$ cat src/rtl/adv_video_timing_if.sv
// Upstream pixel stream into the ADV7513 timing stage: 24-bit {R,G,B} with
// valid/ready handshake. The framebuffer reader is the master.
interface adv_video_timing_if;
    logic [23:0] Pix_Data;
    logic        Pix_Valid;
    logic        Pix_Ready;

    modport master (
        output Pix_Data,
        output Pix_Valid,
        input  Pix_Ready
    );

    modport slave (
        input  Pix_Data,
        input  Pix_Valid,
        output Pix_Ready
    );
endinterface

$ cat src/rtl/adv_video_timing.sv
// Video timing generator and registered pixel stage for the ADV7513 HDMI transmitter.
// Counters run from Enable; a stop request always finishes the current frame.
module adv_video_timing #(
    parameter int unsigned H_ACTIVE = 640,
    parameter int unsigned H_FP     = 16,
    parameter int unsigned H_SYNC   = 96,
    parameter int unsigned H_BP     = 48,
    parameter int unsigned V_ACTIVE = 480,
    parameter int unsigned V_FP     = 10,
    parameter int unsigned V_SYNC   = 2,
    parameter int unsigned V_BP     = 33,
    parameter bit          HS_POL   = 1'b0,
    parameter bit          VS_POL   = 1'b0
) (
    input  logic                     Pixel_CLK,
    input  logic                     Reset_n,
    input  logic                     Enable,
    adv_video_timing_if.slave        pix,
    output logic                     Frame_Start,
    output logic [10:0]              Pos_X,
    output logic [9:0]               Pos_Y,
    output logic                     Underflow,
    input  logic                     Underflow_Clear,
    output logic                     ADV_DE,
    output logic                     ADV_Hsync,
    output logic                     ADV_Vsync,
    output logic [23:0]              ADV_D
);

    localparam logic [10:0] H_ACT_L   = 11'(H_ACTIVE);
    localparam logic [10:0] H_SYNC_S  = 11'(H_ACTIVE + H_FP);
    localparam logic [10:0] H_SYNC_E  = 11'(H_ACTIVE + H_FP + H_SYNC);
    localparam logic [10:0] H_LAST    = 11'(H_ACTIVE + H_FP + H_SYNC + H_BP - 1);
    localparam logic [9:0]  V_ACT_L   = 10'(V_ACTIVE);
    localparam logic [9:0]  V_SYNC_S  = 10'(V_ACTIVE + V_FP);
    localparam logic [9:0]  V_SYNC_E  = 10'(V_ACTIVE + V_FP + V_SYNC);
    localparam logic [9:0]  V_LAST    = 10'(V_ACTIVE + V_FP + V_SYNC + V_BP - 1);

    typedef enum logic [1:0] {StIdle, StRun, StStopping} state_e;

    state_e      r_state, w_state_next;
    logic [10:0] r_pos_x, w_x_next, w_x_adv;
    logic [9:0]  r_pos_y, w_y_next, w_y_adv;
    logic        r_de, r_hsync, r_vsync, r_underflow;
    logic [23:0] r_d;

    logic w_running, w_active, w_last, w_xfer, w_hsync_on, w_vsync_on;

    assign w_running  = (r_state != StIdle);
    assign w_active   = w_running && (r_pos_x < H_ACT_L) && (r_pos_y < V_ACT_L);
    assign w_last     = (r_pos_x == H_LAST) && (r_pos_y == V_LAST);
    assign w_xfer     = w_active && pix.Pix_Valid;
    assign w_hsync_on = w_running && (r_pos_x >= H_SYNC_S) && (r_pos_x < H_SYNC_E);
    assign w_vsync_on = w_running && (r_pos_y >= V_SYNC_S) && (r_pos_y < V_SYNC_E);

    assign w_x_adv = (r_pos_x == H_LAST) ? 11'd0 : r_pos_x + 11'd1;
    assign w_y_adv = (r_pos_x != H_LAST) ? r_pos_y :
                     (r_pos_y == V_LAST) ? 10'd0 : r_pos_y + 10'd1;

    always_comb begin
        w_state_next = r_state;
        w_x_next     = r_pos_x;
        w_y_next     = r_pos_y;
        unique case (r_state)
            StIdle: begin
                w_x_next = 11'd0;
                w_y_next = 10'd0;
                if (Enable) w_state_next = StRun;
            end
            StRun: begin
                // Dropping Enable on the very last pixel ends the frame here rather
                // than starting an unrequested extra frame in StStopping.
                if (!Enable && w_last) begin
                    w_state_next = StIdle;
                    w_x_next     = 11'd0;
                    w_y_next     = 10'd0;
                end else begin
                    if (!Enable) w_state_next = StStopping;
                    w_x_next = w_x_adv;
                    w_y_next = w_y_adv;
                end
            end
            StStopping: begin
                if (Enable) begin
                    w_state_next = StRun;
                    w_x_next     = w_x_adv;
                    w_y_next     = w_y_adv;
                end else if (w_last) begin
                    w_state_next = StIdle;
                    w_x_next     = 11'd0;
                    w_y_next     = 10'd0;
                end else begin
                    w_x_next = w_x_adv;
                    w_y_next = w_y_adv;
                end
            end
            default: begin
                w_state_next = StIdle;
                w_x_next     = 11'd0;
                w_y_next     = 10'd0;
            end
        endcase
    end

    always_ff @(posedge Pixel_CLK or negedge Reset_n) begin
        if (!Reset_n) begin
            r_state <= StIdle;
            r_pos_x <= 11'd0;
            r_pos_y <= 10'd0;
        end else begin
            r_state <= w_state_next;
            r_pos_x <= w_x_next;
            r_pos_y <= w_y_next;
        end
    end

    always_ff @(posedge Pixel_CLK or negedge Reset_n) begin
        if (!Reset_n) begin
            r_de        <= 1'b0;
            r_hsync     <= ~HS_POL;
            r_vsync     <= ~VS_POL;
            r_d         <= 24'h000000;
            r_underflow <= 1'b0;
        end else begin
            r_de    <= w_active;
            r_hsync <= w_hsync_on ? HS_POL : ~HS_POL;
            r_vsync <= w_vsync_on ? VS_POL : ~VS_POL;
            r_d     <= w_xfer ? pix.Pix_Data : 24'h000000;
            // A new underflow takes priority over a clear in the same cycle.
            if (w_active && !pix.Pix_Valid) r_underflow <= 1'b1;
            else if (Underflow_Clear)       r_underflow <= 1'b0;
        end
    end

    assign pix.Pix_Ready = w_active;
    assign Frame_Start   = w_running && (r_pos_x == 11'd0) && (r_pos_y == 10'd0);
    assign Pos_X         = r_pos_x;
    assign Pos_Y         = r_pos_y;
    assign Underflow     = r_underflow;
    assign ADV_DE        = r_de;
    assign ADV_Hsync     = r_hsync;
    assign ADV_Vsync     = r_vsync;
    assign ADV_D         = r_d;

endmodule

$ cat src/flat_wrapper.sv
// flat-port wrapper written by rule: the top's interface ports become plain ports
module adv_video_timing_flat 
#(
    parameter int unsigned H_ACTIVE = 640,
    parameter int unsigned H_FP     = 16,
    parameter int unsigned H_SYNC   = 96,
    parameter int unsigned H_BP     = 48,
    parameter int unsigned V_ACTIVE = 480,
    parameter int unsigned V_FP     = 10,
    parameter int unsigned V_SYNC   = 2,
    parameter int unsigned V_BP     = 33,
    parameter bit          HS_POL   = 1'b0,
    parameter bit          VS_POL   = 1'b0
)
  (Pixel_CLK, Reset_n, Enable, Frame_Start, Pos_X, Pos_Y, Underflow, Underflow_Clear, ADV_DE, ADV_Hsync, ADV_Vsync, ADV_D, pix_Pix_Data, pix_Pix_Valid, pix_Pix_Ready);
  adv_video_timing_if pix_i ();
  input  logic Pixel_CLK;
  input  logic Reset_n;
  input  logic Enable;
  output logic Frame_Start;
  output logic [10:0] Pos_X;
  output logic [9:0] Pos_Y;
  output logic Underflow;
  input  logic Underflow_Clear;
  output logic ADV_DE;
  output logic ADV_Hsync;
  output logic ADV_Vsync;
  output logic [23:0] ADV_D;
  input wire logic [$bits(pix_i.Pix_Data)-1:0] pix_Pix_Data;
  input wire logic [$bits(pix_i.Pix_Valid)-1:0] pix_Pix_Valid;
  output wire logic [$bits(pix_i.Pix_Ready)-1:0] pix_Pix_Ready;
  assign pix_i.Pix_Data = pix_Pix_Data;
  assign pix_i.Pix_Valid = pix_Pix_Valid;
  assign pix_Pix_Ready = pix_i.Pix_Ready;
  adv_video_timing #(.H_ACTIVE(H_ACTIVE), .H_FP(H_FP), .H_SYNC(H_SYNC), .H_BP(H_BP), .V_ACTIVE(V_ACTIVE), .V_FP(V_FP), .V_SYNC(V_SYNC), .V_BP(V_BP), .HS_POL(HS_POL), .VS_POL(VS_POL)) u_core (.Pixel_CLK(Pixel_CLK), .Reset_n(Reset_n), .Enable(Enable), .pix(pix_i), .Frame_Start(Frame_Start), .Pos_X(Pos_X), .Pos_Y(Pos_Y), .Underflow(Underflow), .Underflow_Clear(Underflow_Clear), .ADV_DE(ADV_DE), .ADV_Hsync(ADV_Hsync), .ADV_Vsync(ADV_Vsync), .ADV_D(ADV_D));
endmodule
$ cat config.mk
export PLATFORM = sky130hd
export DESIGN_NAME = adv_video_timing_flat
export DESIGN_NICKNAME = d
export VERILOG_FILES = /design/src/rtl/adv_video_timing_if.sv /design/src/rtl/adv_video_timing.sv /design/src/flat_wrapper.sv
export SDC_FILE = /design/constraint.sdc
export NUM_CORES = 1
export LEC_CHECK = 0
export BUFFER_PORTS_ARGS = -buffer_cell sky130_fd_sc_hd__buf_4
export CORE_UTILIZATION = 50
export DETAILED_ROUTE_END_ITERATION = 10
export PLACE_DENSITY = 0.8
export SLEW_MARGIN = 20
export SYNTH_ARGS = -nofsm -noshare
export SYNTH_HDL_FRONTEND = slang
export SYNTH_SLANG_ARGS = --single-unit
$ cat constraint.sdc
create_clock -name Pixel_CLK -period 2.2 [get_ports Pixel_CLK]
set_input_delay 0.11 -clock Pixel_CLK [delete_from_list [all_inputs] [get_ports Pixel_CLK]]
set_output_delay 0.11 -clock Pixel_CLK [all_outputs]
set_load 0.1 [all_outputs]
==> run summary <==
clock skew - 0.0113 ns
post-synthesis net count - 252
Area Growth Syn to Fin - 36.5%
CTS Root Cell - clkbuf_8
number of synthesized flops with an enable pin - 0
chip width - 70.5 um
largest family of logic cells by synthesized area - simple AND/OR/NAND/NOR gates
Worst Hold Class - in2reg
sequential share of the synthesized area - 0.544
detailed-route via count - 1,943
kind of critical path - reg2out
initial antenna violation count - 0
Pins Over Slew Limit - 0
Avg Vias per Cell - 5.49
pin count of the biggest net entering global routing - 52
pre-CTS setup slack - 0.00344 ns
Leakage - 1.58 nW
diode count - 0
Synth area leaders - dfrtp_1, and3_1, ha_1
dominant synthesized flop cell - dfrtp_1
Slew @ Worst Pin - 0.621 ns
M1 GR Usage - 0.284
XOR/XNOR Fraction of Synth Area - 0.0559
final setup vio count - 1
wire per inst - 15.3 um
Initial Util - 0.528
I/O pins - 80
Skew-Pair Late Insertion Delay - 0.31 ns
Post-DP HPWL - 3900 um
Max-slew headroom - 0.586
complex-gate fraction of the synthesized area - 0.0490
RSZ-0062 raised after global routing - true
count of final hold-check violations - 0
FMAX - 0.411 GHz
status - complete, but fails checks
Worst VDD drop - 1.20 mV
fin area - 0.00321 sq mm
total grt overflow - 0
gr usage total - 0.236
fin crit share - 1.11
Yosys cell types - 41
final worst slack - -0.235 ns
most frequent CP cell - or4_4
CTS tree - yes
postcts setup bufs - 0
most common cell in the netlist - dfrtp_1
CORE AREA - 0.00444 sq mm
Slowest-stage cell, CP - or4_4
area fraction of the dominant cell type after synthesis - 0.522
Clock Sinks - 51
Antenna Nets Post-Route - 0
most instantiated cells after synthesis - dfrtp_1, and3_1, nor2_1, inv_1, xnor2_1
port bufs - 79
die footprint - 0.00498 sq mm
number of global-route vias before repair - 1,952
met3 GRT Util - 0.0997
worst-path cell chain - or4_4 -> or4_4 -> nor3_4 -> and4b_4 -> buf_12
fin crit period - 2.43 ns
Required @ worst endpoint - 2.09 ns
Clock Path Buffers - 2
# DRC - 8
first-pass GRT wire length - 8960 um
FF+latch count, synth - 51
H-Tree Depth - 2
cell count after synthesis - 215
worst-path fanout max - 2
TritonCTS buffer count - 5
Iter 0 DRT Violations - 162
Final nets - 338
Synthesis Warnings - 0
Routed WL - 5400 um
layout cell share with drive strength beyond 1 - 0.411
Placed Area - 0.00304 sq mm
post-synthesis async set-or-reset flop share - 1.00
GRT Max-Usage Layer - met2
simple-gate share of the synthesized area - 0.250
CP max stage delay - 0.54 ns
cell taking the most area after synthesis - dfrtp_1
Reg clk slew, reported paths - 0.10 ns
type of origin of the critical path - flip-flop
proportion of synthesized area in mux cells - 0.0128
# rows - 24
mapped cell area - 0.00235 sq mm
die height - 70.5 um
routability cong. - 0.821
hold_ws - 0.0427 ns
failing checks - design-rule violations, negative setup slack
endpoint class of the critical path - primary output
GRT met2 Usage - 0.382
Cell Pwr Density - 1160 mW/mm^2
Max Cap Viol - 0
Adder-Cell Fraction of Synth Area - 0.0426
Syn Area/Cell - 10.9 sq um
WP data arrival - 2.32 ns
drt pass-1 iters - 7
Fillers - 342
==> power by group <==
group          switching (mW)  internal, mW  total (mW)
clock                   0.306         0.339       0.645
combinational            1.47         0.478        1.94
sequential             0.0652          1.06        1.13
total                    1.84          1.88        3.72
==> kinds of logic after synthesis <==
| family | count (synthesis) |
|---|---|
| AOI/OAI and AO/OA | 16 |
| xor gates and xnor gates | 15 |
| adders and majority gates | 8 |
| buffers and inverters | 22 |
| DFF | 51 |
| muxes | 3 |
| and+or+nand+nor | 100 |
==> path summary, 6_finish.rpt <==
kind                             startpoint               end  slack, ns  depth (start not counted)
max                         u_core.Pos_X[5]       Frame_Start      -0.23                          5
max reg2reg                 u_core.Pos_X[5]   u_core.Pos_Y[5]       0.13                          5
min in group asynchronous           Reset_n   u_core.Pos_Y[4]       0.36                          2
max in group asynchronous           Reset_n   u_core.Pos_X[5]       1.38                          2
min                        pix_Pix_Data[22]  u_core.ADV_D[22]       0.04                          2
min reg2reg                 u_core.Pos_X[0]   u_core.Pos_X[0]       0.50                          1
==> timing repair <==
action,4_1_cts,5_1_grt
resized for setup,5,2
hold endpoints to repair,50,0
hold buffers,2,0
setup endpoints to repair,1,2
==> registers in the layout, summed over array words and instances (netlist names) <==
signal,flops
u_core.ADV_Vsync,1
u_core.Underflow,1
u_core.Pos_Y,10
u_core.ADV_DE,1
u_core.r_state,2
u_core.ADV_D,24
u_core.ADV_Hsync,1
u_core.Pos_X,11
==> per-stage QoR <==
stage	std cells	utilization	power [mW]	TNS [ns]
2_1_floorplan	215	-	2.57	-1.01
3_3_place_gp	344	0.685	3.01	0
3_5_place_dp	344	0.685	3.02	0
4_1_cts	354	0.720	3.72	-0.223
5_1_grt	354	0.721	3.88	-0.317
6_report	354	0.721	3.72	-0.235
==> cell type report <==
cell class | instances | area (sq um) | area share
clock inverter | 3 | 43.8 | 0.0137
clock buffer | 5 | 68.8 | 0.0215
sequential | 51 | 1300 | 0.405
tap | 52 | 65.1 | 0.0203
timing repair buffer | 90 | 693 | 0.216
multi-input combinational | 142 | 995 | 0.310
inverter | 11 | 41.3 | 0.0129
==> critical path, delay by kind of cell (launching register included) <==
kind	cells	cell delay, ns
DFF	1	0.48
buffers and inverters	1	0.17
and+or+nand+nor	4	1.35
==> per-layer routing <==
layer | routed length, um | share of wire
met4 | 88 | 0.016
met2 | 2570 | 0.48
met1 | 2160 | 0.40
met3 | 580 | 0.11
met5 | 0 | 0
==> cell usage in the layout, fill, tap and decap left out, drive strengths merged, types with 4 or more instances in the layout <==
master  Yosys  layout
and3       29      29
buf         3      88
clkbuf      8       5
dfrtp      49      49
ha          8       8
inv        11      11
nand2       9       9
nand3       9       9
nand4       7       7
nor2       22      22
nor4        8       8
o21ai       5       5
xnor2      11      11
xor2        4       4
(Power assumes the default switching activity.)
